### src/rtl/ctrl_pipe_unit.sv
`default_nettype none
// +--------------------------------------------------------------------------+
// | ctrl_pipe_unit : RV32I decode + EX/MEM/WB control pipeline with hazards   |
// | Optional macro CTRL_PERF_CNT_EN enables stall/flush/retire counters.     |
// | Rev 1.0                                                                  |
// +--------------------------------------------------------------------------+
module ctrl_pipe_unit #(
  parameter int REG_AW         = 5,
  parameter bit ILLEGAL_AS_NOP = 1'b1
) (
  input  logic              clk_I,
  input  logic              rst_I,
  input  logic [31:0]       instr_I,
  input  logic              instrValid_I,
  input  logic              redirect_I,
  input  logic              memStall_I,
  output logic              stall_O,
  output logic              illegal_O,
  output logic [10:0]       exCtrl_O,
  output logic [REG_AW-1:0] exRd_O,
  output logic              exValid_O,
  output logic [10:0]       memCtrl_O,
  output logic [REG_AW-1:0] memRd_O,
  output logic              memValid_O,
  output logic [10:0]       wbCtrl_O,
  output logic [REG_AW-1:0] wbRd_O,
  output logic              wbValid_O,
  output logic [31:0]       stallCnt_O,
  output logic [31:0]       flushCnt_O,
  output logic [31:0]       retireCnt_O
);

  localparam logic [6:0] OPC_LOAD   = 7'b0000011;
  localparam logic [6:0] OPC_STORE  = 7'b0100011;
  localparam logic [6:0] OPC_OP     = 7'b0110011;
  localparam logic [6:0] OPC_OPIMM  = 7'b0010011;
  localparam logic [6:0] OPC_BRANCH = 7'b1100011;
  localparam logic [6:0] OPC_JAL    = 7'b1101111;
  localparam logic [6:0] OPC_JALR   = 7'b1100111;
  localparam logic [6:0] OPC_LUI    = 7'b0110111;
  localparam logic [6:0] OPC_AUIPC  = 7'b0010111;

  logic [6:0]        opc_w;
  logic [REG_AW-1:0] rd_w, rs1_w, rs2_w;
  logic [10:0]       decCtrl_w;
  logic              known_w, useRs1_w, useRs2_w, idOk_w, hazard_w, bubble_w;

  logic [10:0]       exCtrl_q, memCtrl_q, wbCtrl_q, exCtrl_d;
  logic [REG_AW-1:0] exRd_q, memRd_q, wbRd_q, exRd_d;
  logic              exValid_q, memValid_q, wbValid_q, exValid_d;

  assign opc_w = instr_I[6:0];
  assign rd_w  = REG_AW'(instr_I[11:7]);
  assign rs1_w = REG_AW'(instr_I[19:15]);
  assign rs2_w = REG_AW'(instr_I[24:20]);

  // Bundle layout: {wbSel[1:0], itype, jump, branch, aluOp, srcB, srcA, regWrite, memWrite, memRead}
  always_comb begin
    decCtrl_w = '0;
    known_w   = 1'b1;
    useRs1_w  = 1'b1;
    useRs2_w  = 1'b0;
    case (opc_w)
      OPC_LOAD:   decCtrl_w = 11'b01_0000_10101;
      OPC_STORE:  begin decCtrl_w = 11'b00_0000_10010; useRs2_w = 1'b1; end
      OPC_OP:     begin decCtrl_w = 11'b00_0001_00100; useRs2_w = 1'b1; end
      OPC_OPIMM:  decCtrl_w = 11'b00_1001_10100;
      OPC_BRANCH: begin decCtrl_w = 11'b00_0010_00000; useRs2_w = 1'b1; end
      OPC_JAL:    begin decCtrl_w = 11'b10_0100_11100; useRs1_w = 1'b0; end
      OPC_JALR:   decCtrl_w = 11'b10_0100_10100;
      OPC_LUI:    begin decCtrl_w = 11'b11_0000_00100; useRs1_w = 1'b0; end
      OPC_AUIPC:  begin decCtrl_w = 11'b00_0000_11100; useRs1_w = 1'b0; end
      default:    known_w = 1'b0;
    endcase
    if (rd_w == '0) decCtrl_w[2] = 1'b0;
  end

  assign idOk_w    = instrValid_I & (known_w | ~ILLEGAL_AS_NOP);
  assign illegal_O = instrValid_I & ~known_w;

  assign hazard_w = exValid_q & exCtrl_q[0] & (exRd_q != '0) & instrValid_I &
                    ((useRs1_w & (rs1_w == exRd_q)) | (useRs2_w & (rs2_w == exRd_q)));

  // Redirect outranks the load-use stall: the dependent instruction is being dropped anyway.
  assign stall_O  = ~rst_I & (memStall_I | (~redirect_I & hazard_w));
  assign bubble_w = redirect_I | hazard_w | ~idOk_w;

  always_comb begin
    exValid_d = 1'b0;
    exCtrl_d  = '0;
    exRd_d    = '0;
    if (!bubble_w) begin
      exValid_d = 1'b1;
      exCtrl_d  = decCtrl_w;
      exRd_d    = rd_w;
    end
  end

  always_ff @(posedge clk_I) begin
    if (rst_I) begin
      exValid_q  <= 1'b0;  exCtrl_q  <= '0;  exRd_q  <= '0;
      memValid_q <= 1'b0;  memCtrl_q <= '0;  memRd_q <= '0;
      wbValid_q  <= 1'b0;  wbCtrl_q  <= '0;  wbRd_q  <= '0;
    end else if (!memStall_I) begin
      exValid_q  <= exValid_d;   exCtrl_q  <= exCtrl_d;   exRd_q  <= exRd_d;
      memValid_q <= exValid_q;   memCtrl_q <= exCtrl_q;   memRd_q <= exRd_q;
      wbValid_q  <= memValid_q;  wbCtrl_q  <= memCtrl_q;  wbRd_q  <= memRd_q;
    end
  end

  assign exCtrl_O   = exCtrl_q;
  assign exRd_O     = exRd_q;
  assign exValid_O  = exValid_q;
  assign memCtrl_O  = memCtrl_q;
  assign memRd_O    = memRd_q;
  assign memValid_O = memValid_q;
  assign wbCtrl_O   = wbCtrl_q;
  assign wbRd_O     = wbRd_q;
  assign wbValid_O  = wbValid_q;

`ifdef CTRL_PERF_CNT_EN
  logic [31:0] stallCnt_q, flushCnt_q, retireCnt_q;

  always_ff @(posedge clk_I) begin
    if (rst_I) begin
      stallCnt_q  <= '0;
      flushCnt_q  <= '0;
      retireCnt_q <= '0;
    end else if (!memStall_I) begin
      if (redirect_I)                stallCnt_q  <= stallCnt_q;
      else if (hazard_w)             stallCnt_q  <= stallCnt_q + 32'd1;
      if (redirect_I)                flushCnt_q  <= flushCnt_q + 32'd1;
      if (wbValid_q)                 retireCnt_q <= retireCnt_q + 32'd1;
    end
  end

  assign stallCnt_O  = stallCnt_q;
  assign flushCnt_O  = flushCnt_q;
  assign retireCnt_O = retireCnt_q;
`else
  assign stallCnt_O  = '0;
  assign flushCnt_O  = '0;
  assign retireCnt_O = '0;
`endif

endmodule
`default_nettype wire

### config.mk
export PLATFORM = sky130hd
export DESIGN_NAME = ctrl_pipe_unit
export DESIGN_NICKNAME = d
export VERILOG_FILES = /design/src/rtl/ctrl_pipe_unit.sv
export SDC_FILE = /design/constraint.sdc
export NUM_CORES = 1
export LEC_CHECK = 0
export ABC_AREA = 1
export ABC_CLOCK_PERIOD_IN_PS = 2940
export CORE_MARGIN = 4
export CORE_UTILIZATION = 39
export DETAILED_ROUTE_END_ITERATION = 8
export MAX_ROUTING_LAYER = met4
export PLACE_DENSITY = 0.82
export SKIP_LAST_GASP = 1
export SYNTH_ARGS = -nofsm -noshare
export SYNTH_HDL_FRONTEND = slang
export SYNTH_SLANG_ARGS = --single-unit
### constraint.sdc
create_clock -name clk_I -period 2.94 [get_ports clk_I]
set_input_delay 0.294 -clock clk_I [delete_from_list [all_inputs] [get_ports clk_I]]
set_output_delay 0.294 -clock clk_I [all_outputs]
set_load 0.02 [all_outputs]
==> results.json, run 1 <==
{
  "yosys.cell_count.top_type": "nand2_1",
  "antenna_cells": 0,
  "rr_startpoint": "exRd_O[0]",
  "placed_area_um2": 3527,
  "ant_nets": 0,
  "synth_top_family_by_area": "buffers and inverters",
  "async_flop_share_pct": 0,
  "yosys.area_share.xor_xnor_pct": 1.434,
  "cts_sinks": 51,
  "power_leakage_nw": 1.523,
  "cts_tree": "done",
  "worstPathCellList": "clkdlybuf4s50_1 -> inv_2 -> nand3_1 -> inv_1 -> nand2_2 -> inv_1 -> nor2_1 -> nand2_1 -> nand2_2 -> nand3_1 -> a21oi_1 -> clkdlybuf4s50_1",
  "max_freq_mhz": 363.5,
  "critPathKind": "in -> out",
  "critPathCaptureType": "primary output",
  "slowest_stage": "clkdlybuf4s50_1",
  "synth_area_leaders": "dfxtp_1 (33%), buf_4 (24%), nand2_1 (13%)",
  "routedWlPerCell_um": 11.34,
  "clkPwrFrac_pct": 31.4,
  "drt_first_pass_iters": 4,
  "critPathArrivalTime_ps": 2460,
  "yosys-mux-area-fraction_pct": 0,
  "dpl.cell_count": 577,
  "whs_path_depth": 2,
  "layout.nets": 522,
  "synthFlopType": "dfxtp_1",
  "num_rows": 31,
  "fin_setup_tns_ps": 0,
  "vias": 2390,
  "die_h_um": 96.48,
  "synth_top_area_share_pct": 33.44,
  "p_total_mw": 1.368,
  "ir_worst_vdd_mv": 0.2131,
  "dpl.hpwl_um": 5195,
  "synth_fa_ha_area_share_pct": 0,
  "power.internal_uw": 965.8,
  "post-cts-setup-buffers": 0,
  "grt_first_pass_wirelength_um": 9839,
  "synth_common_cells": "nand2_1 (103), buf_4 (97), dfxtp_1 (51), a21oi_1 (39), inv_1 (22)",
  "yosys.area.top_type": "dfxtp_1",
  "cpPeakStageDelay_ps": 640,
  "syn_to_final_growth_pct": 18.93,
  "reg2reg_depth": 11,
  "clockRootBuffer": "clkbuf_8",
  "dieArea_um2": 9307,
  "synth_cells": 414,
  "syn_area_per_cell_um2": 7.374,
  "io_buffers": 79,
  "hold_viol": 0,
  "synth_area_um2": 3053,
  "pin_count": 186,
  "synth_compound_area_share_pct": 10.41,
  "yosysSeqAreaShare_pct": 33.44,
  "wl_um": 6631,
  "min_path_type": "reg -> reg",
  "die_w_um": 96.48,
  "critPathLaunchType": "primary input",
  "status": "finished, final reports clean",
  "avgViaCountPerCell": 4.085,
  "cts_buffers": 5,
  "final_cells": 585,
  "grt_pass1_vias": 2047,
  "drc": 0,
  "path_delay_family": "buffers and inverters",
  "synth_enable_flop_cells": 0,
  "power.density_nw_per_um2": 376.6,
  "synth-simple-area-share_pct": 25.00,
  "worst_slew_pin_slew_ps": 573.8,
  "slew_violations": 0,
  "grt_max_degree": 52,
  "gp_congestion": 0.7990,
  "worst_ep_required_time_ps": 2650,
  "rsz0062_at_grt": "false",
  "skew_ps": 5.121,
  "holdPathEnd": "wbRd_O[2]",
  "clk_latency_ps": 290,
  "crit_buf_inv": 5,
  "drt-initial-drc-count": 78,
  "fin_crit_ps": 2751,
  "fin_crit_sh_pct": 93.58,
  "cp_max_fo": 5,
  "stdcell_area_um2": 3631,
  "maxCapViolations": 0,
  "cts.clk_slew.worst_paths_ps": 80,
  "pwr-share-seq_pct": 51.1,
  "yosysUniqueCellTypes": 27,
  "hold_path_startpoint": "wbRd_O[2]",
  "grtUsageTotal_pct": 13.75,
  "cts_hold_buf": 0,
  "rr_endpoint": "exCtrl_O[10]",
  "antenna_found_initial": 0,
  "core_area_um2": 7447,
  "combPwrFrac_pct": 17.5,
  "drive_above_1_share_pct": 9.465,
  "gr-total-overflow": 0,
  "cts_resized": 0,
  "start_util_pct": 40.99,
  "relSlewSlack_pct": 61.75,
  "reg2reg_slack_ps": 1450,
  "synth_seq_cells": 51,
  "swShare_pct": 29.37,
  "finalSetupViolations": 0,
  "p_switching_uw": 401.7,
  "yosysWarnings": 0,
  "cts-htree-levels": 2,
  "postLayoutCoreUtil_pct": 48.76,
  "clock_tree.buffer_depth": 2
}
## placed cells by master (no fill, tap or decap), types with 3 or more instances in the layout
cell type	count
inv_1	22
dfxtp_1	51
nor3_1	3
nor2_2	3
inv_2	3
conb_1	96
nand3_2	11
clkbuf_8	7
nand3_1	16
nand2_2	4
a211oi_1	4
clkdlybuf4s50_1	77
nor2_1	20
nand2_1	103
a21oi_2	10
buf_4	3
a21oi_1	39
xor2_1	3
## worst max path at each step
stage,cells past startpoint,end,start
5_1_grt,12,stall_O,instr_I[6]
3_5_place_dp,12,stall_O,instr_I[6]
3_3_place_gp,12,stall_O,instr_I[6]
6_report,12,stall_O,instr_I[6]
4_1_cts,12,stall_O,instr_I[6]
2_1_floorplan,10,stall_O,exRd_O[0]
## worst reg2reg max path, delay by kind of cell, from the launching register on
family,cells,cell delay (ps)
AOI/OAI and AO/OA,1,70
and+or+nand+nor,9,760
buffers and inverters,1,110
DFF,1,430
## routing by layer
| layer | vias to the layer above | share of wire, % | global-route usage (%) |
|---|---|---|---|
| met5 | - | 0 | - |
| met2 | 106 | 50 | 23.10 |
| met1 | 1027 | 41 | 16.91 |
| met4 | 0 | 1.4 | 3.621 |
| li1 | 1247 | - | - |
| met3 | 10 | 7.7 | 2.711 |
## area by class of cell
type	count	area, µm²
fill	723	3816
multi-input combinational	320	1485
sequential	51	1021
timing repair buffer	82	803.3
tap	99	123.9
clock buffer	7	96.34
inverter	25	93.84
clock inverter	1	7.507
## power groups by stage
stage / combinational [mW] / clock [mW] / sequential [mW]
3_5_place_dp: 0.236 / 0 / 0.715
3_3_place_gp: 0.234 / 0 / 0.715
2_1_floorplan: 0.265 / 0 / 0.720
5_1_grt: 0.261 / 0.483 / 0.700
4_1_cts: 0.237 / 0.450 / 0.699
6_report: 0.240 / 0.429 / 0.698
## state kept, by name (all words and copies together) (netlist names)
register / flops
exValid_O: 1
memValid_O: 1
wbRd_O: 5
wbValid_O: 1
wbCtrl_O: 11
exRd_O: 5
memRd_O: 5
memCtrl_O: 11
exCtrl_O: 11
## cells by family (layout without fill, tap and decap cells)
kind of cell           count (synthesis)  after routing
flip-flops                            51             51
buffers and inverters                138            115
other                                  1             96
XOR/XNOR                               5              5
AO/OA/AOI/OAI                         54             54
AND/OR/NAND/NOR                      165            165
## stage by stage
step           hold WS (ps)  setup WS (ps)
5_1_grt               494.4          59.61
3_5_place_dp          445.5          199.8
6_report              455.2          188.7
4_1_cts               458.1          186.9
2_1_floorplan         454.3           1193
3_3_place_gp          451.1          282.6
Power figures use the tool's default switching activity.
==> run 2, diff against run 1 <==
- ABC_CLOCK_PERIOD_IN_PS: 2940 -> default
- CORE_MARGIN: 4 -> 2
==> results.json, run 2 (same netlist as run 1, synthesis figures left out) <==
{
  "drive_above_1_share_pct": 9.465,
  "slowest_stage": "clkdlybuf4s50_1",
  "critPathArrivalTime_ps": 2380,
  "clk_latency_ps": 300,
  "routedWlPerCell_um": 10.62,
  "pin_count": 186,
  "vias": 2457,
  "cts.clk_slew.worst_paths_ps": 90,
  "core_area_um2": 7647,
  "antenna_cells": 0,
  "clock_tree.buffer_depth": 2,
  "post-cts-setup-buffers": 0,
  "antenna_found_initial": 0,
  "grtUsageTotal_pct": 14.60,
  "grt_pass1_vias": 2112,
  "status": "finished, final reports clean",
  "cts-htree-levels": 2,
  "finalSetupViolations": 0,
  "num_rows": 32,
  "cts_sinks": 51,
  "stdcell_area_um2": 3622,
  "cpPeakStageDelay_ps": 640,
  "ant_nets": 0,
  "placed_area_um2": 3531,
  "skew_ps": 7.847,
  "min_path_type": "reg -> reg",
  "die_h_um": 92.48,
  "hold_viol": 0,
  "die_w_um": 92.48,
  "syn_to_final_growth_pct": 18.65,
  "fin_crit_sh_pct": 90.89,
  "layout.nets": 522,
  "postLayoutCoreUtil_pct": 47.37,
  "path_delay_family": "buffers and inverters",
  "wl_um": 6247,
  "worstPathCellList": "clkdlybuf4s50_1 -> inv_2 -> nand3_1 -> inv_1 -> nand2_2 -> inv_1 -> nor2_1 -> nand2_1 -> nand2_2 -> nand3_1 -> a21oi_1 -> clkdlybuf4s50_1",
  "power.density_nw_per_um2": 370.5,
  "ir_worst_vdd_mv": 0.2045,
  "critPathCaptureType": "primary output",
  "layout_common_cells": "nand2_1 (103), conb_1 (96), clkdlybuf4s50_1 (77)",
  "cts_buffers": 5,
  "start_util_pct": 39.92,
  "dieArea_um2": 8552,
  "grt_first_pass_wirelength_um": 10070,
  "rsz0062_at_grt": "false",
  "worst_slew_pin_slew_ps": 563.9,
  "drt-initial-drc-count": 114,
  "gr-total-overflow": 0,
  "gp_congestion": 0.8155,
  "io_buffers": 79,
  "worst_ep_required_time_ps": 2650,
  "cp_max_fo": 5,
  "maxCapViolations": 0,
  "critPathLaunchType": "primary input",
  "power_leakage_nw": 1.522,
  "grt_max_degree": 52,
  "cts_resized": 0,
  "max_freq_mhz": 374.2,
  "drc": 0,
  "critPathKind": "in -> out",
  "fin_crit_ps": 2672,
  "avgViaCountPerCell": 4.179,
  "dpl.hpwl_um": 4858,
  "clockRootBuffer": "clkbuf_8",
  "fin_setup_tns_ps": 0,
  "relSlewSlack_pct": 62.41,
  "cts_tree": "done",
  "final_common_cell": "nand2_1",
  "crit_buf_inv": 5,
  "cts_hold_buf": 0,
  "drt_first_pass_iters": 5,
  "slew_violations": 0
}
==> run 2: metrics by stage <==
| stage | power, mW | hold slack [ps] | instances | setup slack, ps |
|---|---|---|---|---|
| after global placement | 0.9481 | 451.9 | 580 | 291.1 |
| after floorplan | 0.9851 | 454.3 | 509 | 1193 |
| after detailed placement | 0.9502 | 456.7 | 580 | 265.2 |
| final | 1.342 | 466.6 | 588 | 267.9 |
| after global routing | 1.412 | 490.6 | 588 | 61.93 |
| after CTS | 1.359 | 470.7 | 588 | 256.1 |
==> run 2: path summary, 6_finish.rpt <==
| check | cells after the start | slack, ps | from | endpoint |
|---|---|---|---|---|
| worst max-delay path | 12 | 270 | instr_I[6] | stall_O |
| worst min-delay path | 2 | 470 | wbCtrl_O[7] | wbCtrl_O[7] |
| worst max register to register | 11 | 1400 | exRd_O[0] | exRd_O[2] |
| worst min register to register | 2 | 470 | wbCtrl_O[7] | wbCtrl_O[7] |
==> run 2: final cells by class <==
type                       instances  area, µm²
clock buffer                       5      68.82
multi-input combinational        320       1485
fill                             766       4025
tap                              102      127.6
sequential                        51       1021
inverter                          25      93.84
timing repair buffer              82      803.3
clock inverter                     3      22.52
==> run 2: report_power, final <==
| part | switching [mW] | internal [mW] | leakage, nW |
|---|---|---|---|
| combinational | 0.181 | 0.0569 | 1.06 |
| sequential | 0.00368 | 0.695 | 0.412 |
| clock | 0.233 | 0.172 | 0.0489 |
==> run 2: worst reg2reg max path: stages (launching register included) <==
cell	delay, ps
dfxtp_1	440
inv_1	110
nand2_1	70
nand2_1	40
nor2_1	110
nand2_1	60
nor2_1	100
nand2_1	70
nand2_2	90
nand2_4	150
nand3_1	120
a21oi_1	70
==> run 2: per-layer routing <==
| layer | GRT usage [%] | vias up | share of wire, % |
|---|---|---|---|
| met5 | - | - | 0 |
| met4 | 4.478 | 0 | 1.8 |
| met3 | 2.441 | 9 | 6.1 |
| met2 | 24.51 | 100 | 48 |
| met1 | 18.02 | 1098 | 44 |
| li1 | - | 1250 | - |
==> run 3, diff against run 2 <==
- HOLD_SLACK_MARGIN: default -> 0.02
- PLACE_DENSITY: 0.82 -> 0.84
- REMOVE_ABC_BUFFERS: default -> 1
==> results.json, run 3 (same netlist as run 1, synthesis figures left out) <==
{
  "status": "finished, final reports clean",
  "cts.clk_slew.worst_paths_ps": 80,
  "critPathKind": "in -> out",
  "num_rows": 32,
  "grtUsageTotal_pct": 15.45,
  "rr_endpoint": "exRd_O[1]",
  "avgViaCountPerCell": 4.288,
  "drive_above_1_share_pct": 8.884,
  "gp_congestion": 0.9437,
  "routedWlPerCell_um": 11.37,
  "clk_latency_ps": 300,
  "drt_first_pass_iters": 4,
  "worst_ep_required_time_ps": 2650,
  "dieArea_um2": 8552,
  "reg2reg_slack_ps": 1380,
  "path_depth": 12,
  "critPathCaptureType": "primary output",
  "cts_sinks": 51,
  "pin_count": 186,
  "critPathArrivalTime_ps": 2420,
  "cpPeakStageDelay_ps": 640,
  "ant_nets": 0,
  "io_buffers": 79,
  "worst_slew_pin_slew_ps": 606.3,
  "grt_first_pass_wirelength_um": 10380,
  "critPathLaunchType": "primary input",
  "start_util_pct": 39.92,
  "vias": 2513,
  "worstPathCellList": "clkdlybuf4s50_1 -> inv_2 -> nand3_1 -> inv_1 -> nand2_2 -> inv_1 -> nor2_1 -> nand2_1 -> nand2_2 -> nand3_1 -> a21oi_1 -> clkdlybuf4s50_1",
  "clock_tree.buffer_depth": 2,
  "endpoint": "stall_O",
  "max_freq_mhz": 369.1,
  "grt_max_degree": 52,
  "dpl.hpwl_um": 4918,
  "cts_buffers": 5,
  "rsz0062_at_grt": "false",
  "core_area_um2": 7647,
  "die_w_um": 92.48,
  "whs_path_depth": 2,
  "post-cts-setup-buffers": 0,
  "cts_resized": 0,
  "clockRootBuffer": "clkbuf_8",
  "gr-total-overflow": 0,
  "fin_crit_sh_pct": 92.16,
  "cp_max_fo": 5,
  "cts_hold_buf": 0,
  "layout_common_cells": "nand2_1 (103), conb_1 (96), clkdlybuf4s50_1 (77)",
  "crit_buf_inv": 5,
  "crit_start": "instr_I[6]",
  "slowest_stage": "clkdlybuf4s50_1",
  "cts_tree": "done",
  "drc": 0,
  "finalSetupViolations": 0,
  "cts-htree-levels": 2,
  "reg2reg_depth": 11,
  "ir_worst_vdd_mv": 0.1803,
  "skew_ps": 4.748,
  "antenna_found_initial": 0,
  "drt-initial-drc-count": 156,
  "syn_to_final_growth_pct": 18.03,
  "fin_setup_tns_ps": 0,
  "die_h_um": 92.48,
  "placed_area_um2": 3531,
  "relSlewSlack_pct": 59.58,
  "maxCapViolations": 0,
  "fillers": 745,
  "slew_violations": 0,
  "final_cells": 586,
  "dpl.cell_count": 580,
  "min_path_type": "reg -> reg",
  "rr_startpoint": "exRd_O[0]",
  "power_leakage_nw": 1.510,
  "hold_viol": 0,
  "final_common_cell": "nand2_1",
  "postLayoutCoreUtil_pct": 47.12,
  "wl_um": 6664,
  "layout.nets": 522,
  "stdcell_area_um2": 3603,
  "antenna_cells": 0,
  "power.density_nw_per_um2": 363.2,
  "grt_pass1_vias": 2247,
  "fin_crit_ps": 2709,
  "path_delay_family": "buffers and inverters"
}
## run 3: worst min path at each step
stage | start | to | slack [ps]
global route | wbCtrl_O[1] | wbCtrl_O[1] | 490
global placement | wbRd_O[2] | wbRd_O[2] | 450
CTS | wbRd_O[2] | wbRd_O[2] | 470
floorplan | rst_I | exCtrl_O[1] | 360
detailed placement | wbRd_O[2] | wbRd_O[2] | 450
finish | wbCtrl_O[10] | wbCtrl_O[10] | 470
## run 3: final cells by class
class,count,area (µm²),area share (%)
Clock buffer,6,72.57,2.014
Inverter,25,93.84,2.604
Multi-Input combinational cell,320,1485,41.22
Sequential cell,51,1021,28.33
Tap cell,102,127.6,3.542
Timing Repair Buffer,82,803.3,22.29
## run 3: stage by stage
stage	worst slack (ps)	total power [mW]	hold slack [ps]
2_1_floorplan	1152	0.8656	356.4
3_3_place_gp	298.2	0.9494	447.1
3_5_place_dp	242.9	0.9533	454.2
4_1_cts	222.8	1.319	466.4
5_1_grt	61.31	1.368	493.1
6_report	230.5	1.309	465.3
## run 3: worst register-to-register path: stages (launching register included)
cell	delay, ps
dfxtp_1	430
inv_1	110
nand2_1	70
nand2_1	50
nor2_1	110
nand2_1	60
nor2_1	100
nand2_1	70
nand2_2	80
nand2_4	160
nand3_1	130
a21oi_1	70
## run 3: per-layer routing
layer / vias to the layer above / GRT usage, % / share of wire (%)
met4: 0 / 4.602 / 1.4
met3: 7 / 2.848 / 6.3
met1: 1152 / 17.25 / 39
met5: - / - / 0
li1: 1246 / - / -
met2: 108 / 27.98 / 54
## run 3: report_power, final
group / internal [mW] / total [mW] / switching (mW)
clock: 0.159 / 0.369 / 0.210
sequential: 0.695 / 0.698 / 0.00333
combinational: 0.0569 / 0.241 / 0.184
==> patch: new RTL, config.mk and constraints of run 2 <==
Set the parameter `REG_AW` to 3 (it was 5).
--- a/src/rtl/ctrl_pipe_unit.sv
+++ b/src/rtl/ctrl_pipe_unit.sv
@@ -5,7 +5,7 @@
 // | Rev 1.0                                                                  |
 // +--------------------------------------------------------------------------+
 module ctrl_pipe_unit #(
-  parameter int REG_AW         = 5,
+  parameter int REG_AW         = 3,
   parameter bit ILLEGAL_AS_NOP = 1'b1
 ) (
   input  logic              clk_I,
Interface: changed (resized exRd_O, memRd_O and wbRd_O); port bits go from 186 to 180. The function was not compared with the original's and may differ.
==> patch against run 2 <==
- non-clock buffer count fell by 12
- worst setup slack improved by 100 ps
- design area fell by 9.3%
- synthesized cell count fell by 10%
- synthesized area fell by 8.8%
- power rose by 3.3%
- wire length fell by 11%
- sequential cell count fell by 6
- critical endpoint unchanged
- highest routed layer unchanged
==> patch: results (changes against run 2) <==
stage,metric,value,unit,change
run_status,status,finished clean,,unchanged
synth,ys_seq_area_share,32.3,%,was 33.4%
cts,h-tree-depth,2,,unchanged
synth,ys.flop_type,dfxtp_1,,unchanged
placement,portBuffers,67,,was 79
synth,ys_warn_count,0,,unchanged
critical_path,ff2ff_path_depth,9,,was 11
cts,clk_pin_slew_worst_paths,80,ps,
global_route,grt_pass1_wl,8.43,mm,was 10.1 mm
sta,holdWs,467,ps,about the same
sta,hold_viol,0,,unchanged
cts,cts_max_path_buffers,2,,unchanged
critical_path,crit_path_top_delay_cell,clkdlybuf4s50_1,,unchanged
critical_path,critPathLaunch,instr_I[2],,was instr_I[6]
synth,synth_cell_type_count,29,,was 27
placement,place_congestion,0.868,,was 0.816
hold_path,whs_endpoint,wbCtrl_O[3],,was wbCtrl_O[7]
placement,dpl.hpwl,4.32,mm,was 4.86 mm
sta,skew,6.46,ps,was 7.85 ps
critical_path,crit_arrival,2280,ps,was 2380 ps
synth,synthTopCellsByArea,"dfxtp_1, buf_4, nand2_1",,unchanged
cts,cts.repair.resized,0,,unchanged
critical_path,r2r_slack,1310,ps,was 1400 ps
critical_path,r2r_end,exCtrl_O[6],,was exRd_O[2]
drt,drt_iter0_markers,114,,unchanged
hold_path,hold_depth,2,,unchanged
global_route,grt_pass1_vias,1778,,was 2112
cts,root_buffer,clkbuf_8,,unchanged
global_route,grt_max_degree,46,,was 52
synth,yosys-top-cells-count,"buf_4, nand2_1, dfxtp_1",,"was nand2_1, buf_4, dfxtp_1"
pwr,power.leakage,1.35,nW,was 1.52 nW
cts,clkLatencyLatePin,290,ps,
critical_path,cpPeakStageDelay,620,ps,was 640 ps
global_route,antenna_found_initial,0,,unchanged
critical_path,critPathMaxFanout,4,,was 5
global_route,grt_usage,13.9,%,was 14.6%
layout,finalNetCount,469,,was 522
hold_path,min_path_type,flop to flop,,unchanged
critical_path,setup.worst_path.start_class,input port,,unchanged
placement,pre_cts_slack,388,ps,was 265 ps
hold_path,hp-start,wbCtrl_O[3],,was wbCtrl_O[7]
placement,postPlaceCellArea,0.00315,mm^2,was 0.00353 mm^2
cts,post-cts-setup-buffers,0,,unchanged
critical_path,cp_top_family,buffers and inverters,,unchanged
sta,max-slew-margin-rel,64.1,%,was 62.4%
cts,numCtsBuffers,5,,unchanged
layout,n_fill_cell,693,,was 766
pwr,vdd_drop_max,0.182,mV,was 0.204 mV
critical_path,r2r_start,exRd_O[2],,was exRd_O[0]
layout,drive_above_1_share,11.8,%,was 9.47%
drt,viasPerCell,4.08,,was 4.18
drt,wl_per_cell,10.5,um,was 10.6 um
synth,synthArstFlopShare,0,%,unchanged
layout,antenna_cells,0,,unchanged
drt,drt_pass1_iterations,4,,was 5
## patch: worst max-delay path by stage
stage	to	slack (ps)	cells past startpoint
after floorplan	stall_O	1220	8
after global placement	stall_O	450	10
after detailed placement	stall_O	390	9
after CTS	stall_O	380	9
after global routing	stall_O	220	10
final	stall_O	370	9
## patch: kinds of logic (layout without fill, tap and decap cells)
group	after synthesis	count (layout)	synth area share, %
compound gates	50	50	10.8
xor+xnor	3	3	0.944
buf+inv	128	95	31.0
flops	45	45	32.3
other cells	1	96	0.135
simple gates	144	144	24.8
## patch: report_power, final
part | switching (W) | internal, W
clock network | 0.000216 | 0.000342
logic | 0.000170 | 0.0000443
registers | 0.00000195 | 0.000611
total | 0.000388 | 0.000998
## patch: cell type report
type | count | area share, %
multi-input cells | 293 | 41.9
clock inverters | 3 | 2.09
inverters | 17 | 1.94
repair buffers | 70 | 20.9
well taps | 96 | 3.65
flip-flops and latches | 45 | 27.4
clock buffers | 5 | 2.09
## patch: per-layer routing
| metal | GRT usage (%) | wire length (um) | vias up |
|---|---|---|---|
| met5 | - | 0 | - |
| met4 | 3.86 | 72 | 0 |
| met3 | 3.26 | 360 | 7 |
| met2 | 23.1 | 2840 | 85 |
| met1 | 16.8 | 2300 | 968 |
| li1 | - | - | 1100 |
## patch: tightest hold or removal path, delay by kind of cell (launching register included)
kind | cells | cell delay, ps
DFF | 1 | 310
AOI/OAI and AO/OA | 1 | 60
and+or+nand+nor | 1 | 60
## patch: stage by stage
step                      std cells  utilization [%]
after floorplan                 466                -
after detailed placement        521             45.8
after CTS                       529             47.9
final                           529             47.9
after global placement          521             45.8
after global routing            529             47.9
